File: config.mk
export PLATFORM = sky130hd
export DESIGN_NAME = instr_fetch_ctrl
export DESIGN_NICKNAME = d
export VERILOG_FILES = /design/src/rtl/instr_fetch_ctrl.sv
export SDC_FILE = /design/constraint.sdc
export NUM_CORES = 1
export LEC_CHECK = 0
export ABC_AREA = 1
export BUFFER_PORTS_ARGS = -buffer_cell sky130_fd_sc_hd__buf_2
export CORE_ASPECT_RATIO = 1.2
export CORE_MARGIN = 10
export CORE_UTILIZATION = 51
export CTS_CLUSTER_SIZE = 24
export DETAILED_ROUTE_END_ITERATION = 8
export GPL_ROUTABILITY_DRIVEN = 1
export PLACE_DENSITY = 0.83
export SLEW_MARGIN = 20
export SYNTH_ARGS = -nofsm -noshare
export SYNTH_HDL_FRONTEND = slang
export SYNTH_SLANG_ARGS = --single-unit
File: constraint.sdc
create_clock -name clk -period 3.1 [get_ports clk]
set_clock_uncertainty 0.15 [all_clocks]
set_input_delay 0.155 -clock clk [delete_from_list [all_inputs] [get_ports clk]]
set_output_delay 0.155 -clock clk [all_outputs]
set_load 0.1 [all_outputs]
File: src/rtl/instr_fetch_ctrl.sv
// Instruction fetch controller: loads the program file into memory,
// then fetches, hands off to decode and follows branch redirects.
module instr_fetch_ctrl #(
  parameter int ADDR_W    = 9,
  parameter int INSTR_W   = 16,
  parameter int MEM_DEPTH = 400
) (
  input  logic               clk,
  input  logic               rst,
  input  logic               start,
  input  logic               fin_file,
  output logic               read_file,
  output logic               read_memory,
  output logic [ADDR_W-1:0]  pos,
  input  logic [INSTR_W-1:0] mem_instr,
  output logic [INSTR_W-1:0] instr_out,
  output logic [ADDR_W-1:0]  instr_pc,
  output logic               instr_valid,
  input  logic               instr_ready,
  input  logic               branch_valid,
  input  logic [ADDR_W-1:0]  branch_target,
  output logic [ADDR_W-1:0]  prog_len,
  output logic               done,
  output logic               overflow,
  output logic               err
);

  typedef enum logic [2:0] {
    IDLE, LOAD, FETCH, CAPTURE, HOLD, DONE
  } state_t;

  localparam logic [ADDR_W-1:0] LAST = ADDR_W'(MEM_DEPTH - 1);

  state_t            state;
  state_t            next;
  logic [ADDR_W-1:0] pc;
  logic [ADDR_W:0]   pc_inc;
  logic              hs;
  logic              br_ok;
  logic              seq_ok;
  logic              full;

  assign pos    = pc;
  assign done   = (state == DONE);
  assign hs     = (state == HOLD) & instr_valid & instr_ready;
  assign br_ok  = branch_target < prog_len;
  assign pc_inc = {1'b0, pc} + (ADDR_W+1)'(1);
  assign seq_ok = pc_inc < {1'b0, prog_len};
  assign full   = (prog_len == LAST);

  // state register
  always_ff @(posedge clk) begin
    if (rst) state <= IDLE;
    else     state <= next;
  end

  // next-state and memory strobes
  always_comb begin
    next        = state;
    read_file   = 1'b0;
    read_memory = 1'b0;
    unique case (state)
      IDLE: if (start) next = LOAD;
      LOAD: begin
        read_file = ~fin_file;
        if (fin_file)
          next = (prog_len == '0) ? DONE : FETCH;
        else if (full)
          next = FETCH;
      end
      FETCH: begin
        read_memory = 1'b1;
        next        = CAPTURE;
      end
      CAPTURE: next = HOLD;
      HOLD: begin
        if (hs) begin
          if (branch_valid)
            next = br_ok ? FETCH : DONE;
          else
            next = seq_ok ? FETCH : DONE;
        end
      end
      DONE: next = DONE;
      default: next = IDLE;
    endcase
  end

  // load counter, pc, decode hand-off and sticky flags
  always_ff @(posedge clk) begin
    if (rst) begin
      pc          <= '0;
      prog_len    <= '0;
      instr_out   <= '0;
      instr_pc    <= '0;
      instr_valid <= 1'b0;
      overflow    <= 1'b0;
      err         <= 1'b0;
    end else begin
      if (state == LOAD) begin
        if (fin_file) begin
          pc <= '0;
        end else begin
          prog_len <= prog_len + ADDR_W'(1);
          if (full) begin
            overflow <= 1'b1;
            pc       <= '0;
          end
        end
      end
      if (state == CAPTURE) begin
        instr_out   <= mem_instr;
        instr_pc    <= pc;
        instr_valid <= 1'b1;
      end
      if (hs) begin
        instr_valid <= 1'b0;
        if (branch_valid) begin
          if (br_ok) pc  <= branch_target;
          else       err <= 1'b1;
        end else if (seq_ok) begin
          pc <= pc_inc[ADDR_W-1:0];
        end
      end
    end
  end

endmodule

==> flow_metrics.tcl, run 1 <==
set metrics [dict create \
    setup_viol_count_final 0 \
    finalSetupTns_ns 0 \
    crit_top_cell "nand2_1" \
    tritoncts "built" \
    syn-cell-area_mm2 0.00263 \
    nets 520 \
    ios 80 \
    rsz0062_at_grt "no" \
    hp-class "in2reg" \
    gp_congestion 0.961 \
    core_mm2 0.00497 \
    period_share_pct 88.2 \
    timing.rr.start "pos[0]" \
    swShare_pct 44.6 \
    max_stage_delay_ns 0.41 \
    worstPathRequired_ns 3.19 \
    critPathMaxFanout 11 \
    ir_drop_mv 0.367 \
    ys_types 31 \
    endpoint_kind "register" \
    num_vias 2790 \
    max_slew.worst_pin.slew_ns 0.814 \
    fmax_mhz 366 \
    crit_type "reg2reg" \
    r2r_slack_ns 0.37 \
    cts_buffers 5 \
    hold_end "overflow" \
    path_clk_slew_ns 0.09 \
    status "completed" \
    ys_ff_latch 49 \
    synth_top_family_by_area "simple AND/OR/NAND/NOR gates" \
    antenna_cells 0 \
    muxShareOfSynthArea_pct 0 \
    final_cells 530 \
    cts.sinks 49 \
    drv_cap 0 \
    layout_commonest_cell "buf_2" \
    grt_pass1_wl_um 13100 \
    yosysWarningCount 0 \
    rr_endpoint "pos[1]" \
    p_seq_share_pct 39.5 \
    hold_viol 0 \
    ant_nets 0 \
    dp_hpwl_um 5590 \
    grtUsageTotal_pct 18.4 \
    post_drt_wl_per_cell_um 14.5 \
    start_util_pct 52.9 \
    wl_um 7700 \
    clkPwrFrac_pct 21.8 \
    placed_cells 506 \
    post_cts_buffers 0 \
    post_drt_via_cell_ratio 5.26 \
    slew_headroom_pct 45.6 \
    synthAdderAreaFrac_pct 9.04 \
    die_y_um 98.7 \
    die_w_um 85.6 \
    final_max_slew_viol_count 0 \
    root_buffer "clkbuf_8" \
    synth-xor-area-share_pct 0.999 \
    syn_nets 428 \
    port_buffers 79 \
    power_frac_comb_pct 38.8 \
    gr-total-overflow 0 \
    p_switching_w 0.000817 \
    cts.path.max_buffers 2 \
    rows 28 \
    min_from "rst" \
    firstDrtPassIters 4 \
    min_path_cells 2 \
    arrival_ns 2.82 \
    grt_max_degree 32 \
    reg2reg_depth 17 \
    drive_gt1_share_pct 22.8 \
    yosysSeqAreaShare_pct 37.3 \
    postSynthAreaPerCell_um2 6.96 \
    drc_errors 0 \
    first_global_vias 2863 \
    leakagePower_nw 1.71 \
    crit_chain "ha_1 -> nand2_1 -> nor2_1 -> nand2_1 -> xor2_1 -> inv_1 -> ha_1 -> or2_0 -> a21oi_1 -> nand2_1 -> inv_1 -> nand2_1 -> nand2_1 -> nand2_1 -> inv_2 -> a21oi_1 -> nor2_1" \
    timing.final.crit_period_ns 2.73 \
    final_cell_mix "buf_2 (79), nor2_1 (70), nand2_1 (66)" \
    insertion_delay_ns 0.31 \
    internal_power_w 0.00101 \
    cellPowerDensity_mw_per_mm2 550 \
    yosys.area_share.simple_pct 28.7 \
    syn_inst 378 \
    antenna_found_initial 0 \
    slowest_stage "dfxtp_2" \
    worstSetupStartpointType "register" \
    synth_compound_area_share_pct 15.5 \
    drt_iter0_markers 120 \
    htree_num_levels 2 \
    die_area_mm2 0.00844 \
    syn_to_final_growth_pct 26.7 \
]
==> how the worst max path moves through the flow <==
stage,to,cells past startpoint,slack [ns],from
floorplan,state[0],16,0.09,pos[3]
global placement,pos[5],17,0.51,pos[0]
detailed placement,pos[1],17,0.41,pos[0]
CTS,pos[1],17,0.38,pos[0]
global route,pos[8],17,0.12,pos[0]
finish,pos[1],17,0.37,pos[0]
==> synth_stat cells, drive strengths merged <==
cell | n | area (um2)
dfxtp | 49 | 981
or2 | 1 | 6.26
o211ai | 1 | 7.51
nand2 | 69 | 272
buf | 4 | 22.5
nor2 | 73 | 292
nand3 | 14 | 75.1
o22ai | 8 | 50.1
and3 | 1 | 6.26
nand3b | 1 | 7.51
o21ai | 35 | 175
xor2 | 3 | 26.3
nand4 | 2 | 12.5
inv | 43 | 161
a21oi | 31 | 155
a31oi | 2 | 12.5
nor3 | 10 | 72.6
clkbuf | 9 | 33.8
ha | 19 | 238
clkinv | 1 | 3.75
a211oi | 1 | 7.51
nor3b | 1 | 12.5
==> cell families after synthesis <==
group                    Yosys count
AO/OA/AOI/OAI                     78
adder cells (fa/ha/maj)           19
AND/OR/NAND/NOR                  172
flip-flops                        49
buffers and inverters             57
XOR/XNOR                           3
==> power by group through the flow <==
| stage | sequential [W] | combinational (W) | clock, W |
|---|---|---|---|
| after floorplan | 0.000962 | 0.000322 | 0 |
| after global placement | 0.000732 | 0.000675 | 0 |
| after detailed placement | 0.000735 | 0.000685 | 0 |
| after CTS | 0.000721 | 0.000708 | 0.000403 |
| after global routing | 0.000729 | 0.000773 | 0.000425 |
| final | 0.000723 | 0.000710 | 0.000398 |
==> per-stage QoR <==
step | hold slack [ns] | utilization (%) | setup WS [ns] | instance area, um2 | power, W
finish | 0.0218 | 67.0 | 0.367 | 3330 | 0.00183
global route | 0.0442 | 67.0 | 0.117 | 3330 | 0.00193
CTS | 0.0268 | 67.0 | 0.380 | 3330 | 0.00183
detailed placement | 0.232 | 61.7 | 0.413 | 3070 | 0.00142
global placement | 0.225 | 61.7 | 0.509 | 3070 | 0.00141
floorplan | 0.140 | - | 0.0909 | 2640 | 0.00128
==> sequential cells by signal, summed over array words and instances (netlist names) <==
signal and count:
instr_valid 1, err 1, pos 9, instr_out 16
state 3, overflow 1, instr_pc 9, prog_len 9
==> routing by layer <==
metal / global-route usage [%] / up-vias / part of all wire, %
met5: 0 / - / 0
met2: 31.8 / 106 / 48
met4: 6.47 / 0 / 2.1
li1: - / 1412 / -
met1: 19.7 / 1258 / 40
met3: 7.33 / 14 / 10
==> critical path, delay by kind of cell (launching register included) <==
family,cells,cell delay (ns)
xor gates and xnor gates,1,0.13
AOI/OAI and AO/OA,2,0.18
and+or+nand+nor,9,1.20
DFF,1,0.41
buffers and inverters,3,0.25
adders and majority gates,2,0.35
==> layout make-up <==
class,count,area [um2]
clock inverters,1,7.51
well taps,60,75.1
multi-input cells,272,1440
clock buffers,6,82.6
inverters,44,165
flip-flops and latches,49,983
repair buffers,98,581
fillers,421,1640
==> repair_timing <==
| action | 4_1_cts | 5_1_grt |
|---|---|---|
| endpoints found under the hold margin | 17 | 0 |
| hold buffers | 17 | 0 |
| resized for setup | 0 | 0 |
(Power assumes the default switching activity.)
==> run 2: changes to the inputs <==
Settings changed: CELL_PAD_IN_SITES_DETAIL_PLACEMENT from default to 0, CELL_PAD_IN_SITES_GLOBAL_PLACEMENT from default to 1, CORE_UTILIZATION 51 to 36, PLACE_DENSITY 0.83 to 0.84.
==> run 2 against run 1 <==
Fmax shrank 1.8%. Clock power grew 23%. The run now ends with negative hold slack left. Total power grew 4.5%. Global-route usage shrank 5.0 points. Final area grew 1.6%. Routed wire length shrank 0.31%. Clock-buffer cell count shrank 1. Critical path type unchanged. Hold slack lost 0.024 ns. Die area grew 32%.
==> flow_metrics.tcl, run 2 (synthesized netlist as in run 1, its figures left out) <==
set metrics [dict create \
    status "finished with violations" \
    violations "negative hold slack" \
    min_path_cells 3 \
    die_w_um 98.0 \
    r2r_slack_ns 0.32 \
    drt_iter0_markers 149 \
    drive_gt1_share_pct 23.0 \
    arrival_ns 2.88 \
    crit_top_cell "nand2_1" \
    layout_commonest_cell "buf_2" \
    die_area_mm2 0.0111 \
    post_drt_wl_per_cell_um 13.7 \
    cts.sinks 49 \
    timing.rr.start "pos[0]" \
    period_share_pct 89.8 \
    max_slew.worst_pin.slew_ns 0.505 \
    cts.path.max_buffers 2 \
    ant_nets 0 \
    crit_type "reg2reg" \
    nets 519 \
    post_drt_via_cell_ratio 4.86 \
    antenna_found_initial 0 \
    grtUsageTotal_pct 13.4 \
    first_global_vias 2690 \
    gr-total-overflow 0 \
    grt_max_degree 35 \
    insertion_delay_ns 0.31 \
    crit_chain "ha_1 -> nand2_1 -> nor2_1 -> nand2_1 -> xor2_1 -> inv_1 -> ha_1 -> or2_0 -> a21oi_1 -> nand2_1 -> inv_1 -> nand2_1 -> nand2_1 -> nand2_1 -> inv_2 -> a21oi_1 -> nor2_1" \
    fmax_mhz 359 \
    cellPowerDensity_mw_per_mm2 565 \
    post_cts_buffers 0 \
    core_mm2 0.00719 \
    top_register "instr_out" \
    htree_num_levels 2 \
    path_clk_slew_ns 0.10 \
    firstDrtPassIters 4 \
    final_util_pct 47.1 \
    setup_viol_count_final 0 \
    finalSetupTns_ns 0 \
    endpoint_kind "register" \
    rr_endpoint "pos[6]" \
    syn_to_final_growth_pct 28.7 \
    drc_errors 0 \
    slowest_stage "dfxtp_2" \
    final_max_slew_viol_count 0 \
    reg2reg_depth 17 \
    die_y_um 114 \
    tritoncts "built" \
    post_cts_resized 0 \
    hold_viol 1 \
    gp_congestion 0.852 \
    root_buffer "clkbuf_8" \
    critPathMaxFanout 11 \
    dp_hpwl_um 5940 \
    slew_headroom_pct 66.5 \
    wl_um 7680 \
    final_cell_mix "buf_2 (79), nor2_1 (70), nand2_1 (66)" \
    drv_cap 0 \
    start_util_pct 36.6 \
    port_buffers 79 \
    max_stage_delay_ns 0.42 \
    antenna_cells 0 \
    worstPathRequired_ns 3.20 \
    timing.final.crit_period_ns 2.78 \
    min_from "branch_valid" \
    num_vias 2719 \
    largest_reg_flops 16 \
    ir_drop_mv 0.320 \
    worstSetupStartpointType "register" \
    leakagePower_nw 1.72 \
    hold_end "err" \
    hp-class "in2reg" \
    rsz0062_at_grt "no" \
    grt_pass1_wl_um 12800 \
    ios 80 \
    cts_buffers 5 \
    hold-worst-slack_ns -0.00215 \
    rows 34 \
]
==> run 2: cell types whose count changed in the layout (fill, tap and decap cells not counted) <==
| cell | before | now |
|---|---|---|
| inv_6 | 0 | 2 |
| bufinv_16 | 0 | 1 |
| clkbuf_8 | 6 | 5 |
| clkinvlp_4 | 1 | 0 |
| dlygate4sd3_1 | 17 | 16 |
==> run 2: per-layer routing <==
layer  vias to the layer above  global-route usage [%]  wire (um)
li1                       1409                       -          -
met1                      1233                    16.1       3630
met2                        69                    22.1       3420
met3                         8                    5.02        560
met4                         0                    3.11         64
met5                         -                       0          0
==> run 2: worst max-delay path by stage <==
| stage | to | startpoint | slack [ns] | cells past startpoint |
|---|---|---|---|---|
| 6_report | pos[6] | pos[0] | 0.32 | 17 |
| 3_3_place_gp | pos[1] | pos[0] | 0.47 | 17 |
| 3_5_place_dp | pos[1] | pos[0] | 0.38 | 17 |
| 2_1_floorplan | state[0] | pos[3] | 0.09 | 16 |
| 4_1_cts | pos[6] | pos[0] | 0.33 | 17 |
| 5_1_grt | pos[1] | pos[0] | 0.002 | 17 |
==> run 2: what timing repair did <==
| action | in CTS | in global routing |
|---|---|---|
| setup endpoints to repair | 0 | 0 |
| endpoints found under the hold margin | 16 | 0 |
| hold buffers | 16 | 0 |
==> run 2: where the power goes <==
group	internal, W	switching (W)
clock network	0.000247	0.000244
logic	0.000160	0.000542
registers	0.000677	0.0000441
==> run 2: cell type report <==
class	instances	area, um2
fill	742	3800
timing repair buffer	97	571
tap	90	113
clock inverter	3	47.5
clock buffer	5	68.8
multi-input combinational	272	1440
sequential	49	983
inverter	44	165
==> run 2: critical path, delay by kind of cell (launching register included) <==
| kind | cells | cell delay [ns] |
|---|---|---|
| buffers and inverters | 3 | 0.25 |
| DFF | 1 | 0.42 |
| AOI/OAI and AO/OA | 2 | 0.16 |
| and+or+nand+nor | 9 | 1.24 |
| adders and majority gates | 2 | 0.37 |
| xor gates and xnor gates | 1 | 0.13 |
==> run 2: per-stage QoR <==
| step | total power, W | instances | worst slack (ns) | instance area (um2) |
|---|---|---|---|---|
| 2_1_floorplan | 0.00128 | 378 | 0.0909 | 2640 |
| 3_3_place_gp | 0.00142 | 536 | 0.466 | 3110 |
| 3_5_place_dp | 0.00143 | 536 | 0.377 | 3110 |
| 4_1_cts | 0.00193 | 560 | 0.334 | 3390 |
| 5_1_grt | 0.00201 | 560 | 0.00240 | 3390 |
| 6_report | 0.00191 | 560 | 0.316 | 3390 |
==> run 3: changes to the inputs <==
Settings changed: CORE_ASPECT_RATIO 1.2 to 1.75.
==> run 3 against run 2 <==
The flow now finishes without violations. Total power rose by 3.8%. Global-route usage rose by 0.82 points. Setup slack improved by 0.031 ns. Utilization rose by 0.57 points. Critical endpoint is now pos[4]. Clock-buffer cell count did not move. Clock power rose by 13%. Largest power group unchanged. Non-clock buffer count rose by 1.
==> flow_metrics.tcl, run 3 (synthesized netlist as in run 1, its figures left out) <==
set metrics [dict create \
    nets 520 \
    final_max_slew_viol_count 0 \
    worstPathRequired_ns 3.18 \
    grt_max_degree 35 \
    core_mm2 0.00718 \
    top_register "instr_out" \
    root_buffer "clkbuf_16" \
    path_clk_slew_ns 0.07 \
    largest_reg_flops 16 \
    finalSetupTns_ns 0 \
    grt_pass1_wl_um 13400 \
    slew_headroom_pct 66.0 \
    arrival_ns 2.83 \
    post_drt_via_cell_ratio 4.89 \
    timing.final.crit_period_ns 2.75 \
    firstDrtPassIters 4 \
    period_share_pct 88.8 \
    cts.path.max_buffers 2 \
    min_path_cells 3 \
    power_frac_comb_pct 35.6 \
    fmax_mhz 363 \
    final_cell_mix "buf_2 (79), nor2_1 (70), nand2_1 (66)" \
    first_global_vias 2821 \
    rows 41 \
    timing.rr.start "pos[0]" \
    r2r_slack_ns 0.35 \
    die_area_mm2 0.0113 \
    endpoint_kind "register" \
    max_slew.worst_pin.slew_ns 0.506 \
    antenna_cells 0 \
    rsz0062_at_grt "no" \
    drive_gt1_share_pct 23.1 \
    tritoncts "built" \
    critPathMaxFanout 11 \
    port_buffers 79 \
    insertion_delay_ns 0.29 \
    cts_buffers 5 \
    swShare_pct 42.5 \
    cts.sinks 49 \
    leakagePower_nw 1.74 \
    hold_end "err" \
    internal_power_w 0.00114 \
    drt_iter0_markers 113 \
    dp_hpwl_um 6170 \
    hold_viol 0 \
    num_vias 2726 \
    hp-class "in2reg" \
    wl_um 7920 \
    post_drt_wl_per_cell_um 14.2 \
    ant_nets 0 \
    p_seq_share_pct 36.4 \
    die_y_um 133 \
    clkPwrFrac_pct 28.1 \
    status "completed" \
    worstSetupStartpointType "register" \
    crit_type "reg2reg" \
    cp-startpoint "pos[0]" \
    gp_congestion 0.816 \
    gr-total-overflow 0 \
    die_w_um 84.6 \
    drv_cap 0 \
    ir_drop_mv 0.506 \
    start_util_pct 36.6 \
    syn_to_final_growth_pct 30.2 \
    rr_endpoint "pos[4]" \
    reg2reg_depth 17 \
    p_switching_w 0.000844 \
    layout_commonest_cell "buf_2" \
    antenna_found_initial 0 \
    fillers 754 \
    final_util_pct 47.7 \
    htree_num_levels 2 \
    ios 80 \
    cellPowerDensity_mw_per_mm2 580 \
    setup_viol_count_final 0 \
    grtUsageTotal_pct 14.2 \
    min_from "branch_valid" \
    drc_errors 0 \
]
## run 3: routing by layer
metal  track usage (%)  part of all wire [%]
met3              4.00                   6.5
met1              14.2                    39
met4              5.61                   2.2
met2              26.4                    52
met5                 0                     0
## run 3: worst max-delay path by stage
| stage | endpoint | slack (ns) |
|---|---|---|
| floorplan | state[0] | 0.09 |
| global placement | pos[1] | 0.44 |
| detailed placement | pos[6] | 0.34 |
| CTS | pos[4] | 0.32 |
| global route | pos[2] | 0.05 |
| finish | pos[4] | 0.35 |
## run 3: repair_timing
item | in CTS | in global routing
buffers inserted | 0 | 0
hold endpoints to repair | 16 | 0
resized for setup | 0 | 0
hold buffers | 16 | 0
## run 3: critical path, stage by stage (launching register included)
cell,delay (ns)
dfxtp_2,0.40
ha_1,0.18
nand2_1,0.10
nor2_1,0.21
nand2_1,0.09
xor2_1,0.13
inv_1,0.07
ha_1,0.17
or2_0,0.21
a21oi_1,0.12
nand2_1,0.07
inv_1,0.05
nand2_1,0.21
nand2_1,0.15
nand2_1,0.10
inv_2,0.14
a21oi_1,0.05
nor2_1,0.09
## run 3: cell type report
type / count / area (um2) / share of cell area (%)
clock buffer: 5 / 125 / 3.65
inverter: 44 / 165 / 4.82
clock inverter: 3 / 26.3 / 0.768
tap: 86 / 108 / 3.14
sequential: 49 / 983 / 28.7
timing repair buffer: 98 / 578 / 16.9
multi-input combinational: 272 / 1440 / 42.0
## run 3: power by group through the flow
stage	clock (W)	sequential (W)	combinational, W
after detailed placement	0	0.000736	0.000694
after global placement	0	0.000735	0.000690
final	0.000557	0.000723	0.000706
after CTS	0.000574	0.000722	0.000713
after floorplan	0	0.000962	0.000322
after global routing	0.000598	0.000731	0.000766
## run 3: per-stage QoR
| stage | setup slack [ns] | area [um2] | cells | total power, W | hold slack [ns] |
|---|---|---|---|---|---|
| after floorplan | 0.0909 | 2640 | 378 | 0.00128 | 0.140 |
| after global placement | 0.436 | 3110 | 533 | 0.00142 | 0.227 |
| after detailed placement | 0.343 | 3110 | 533 | 0.00143 | 0.233 |
| after CTS | 0.319 | 3420 | 557 | 0.00201 | 0.0181 |
| after global routing | 0.0540 | 3420 | 557 | 0.00209 | 0.0573 |
| final | 0.348 | 3420 | 557 | 0.00199 | 0.0233 |
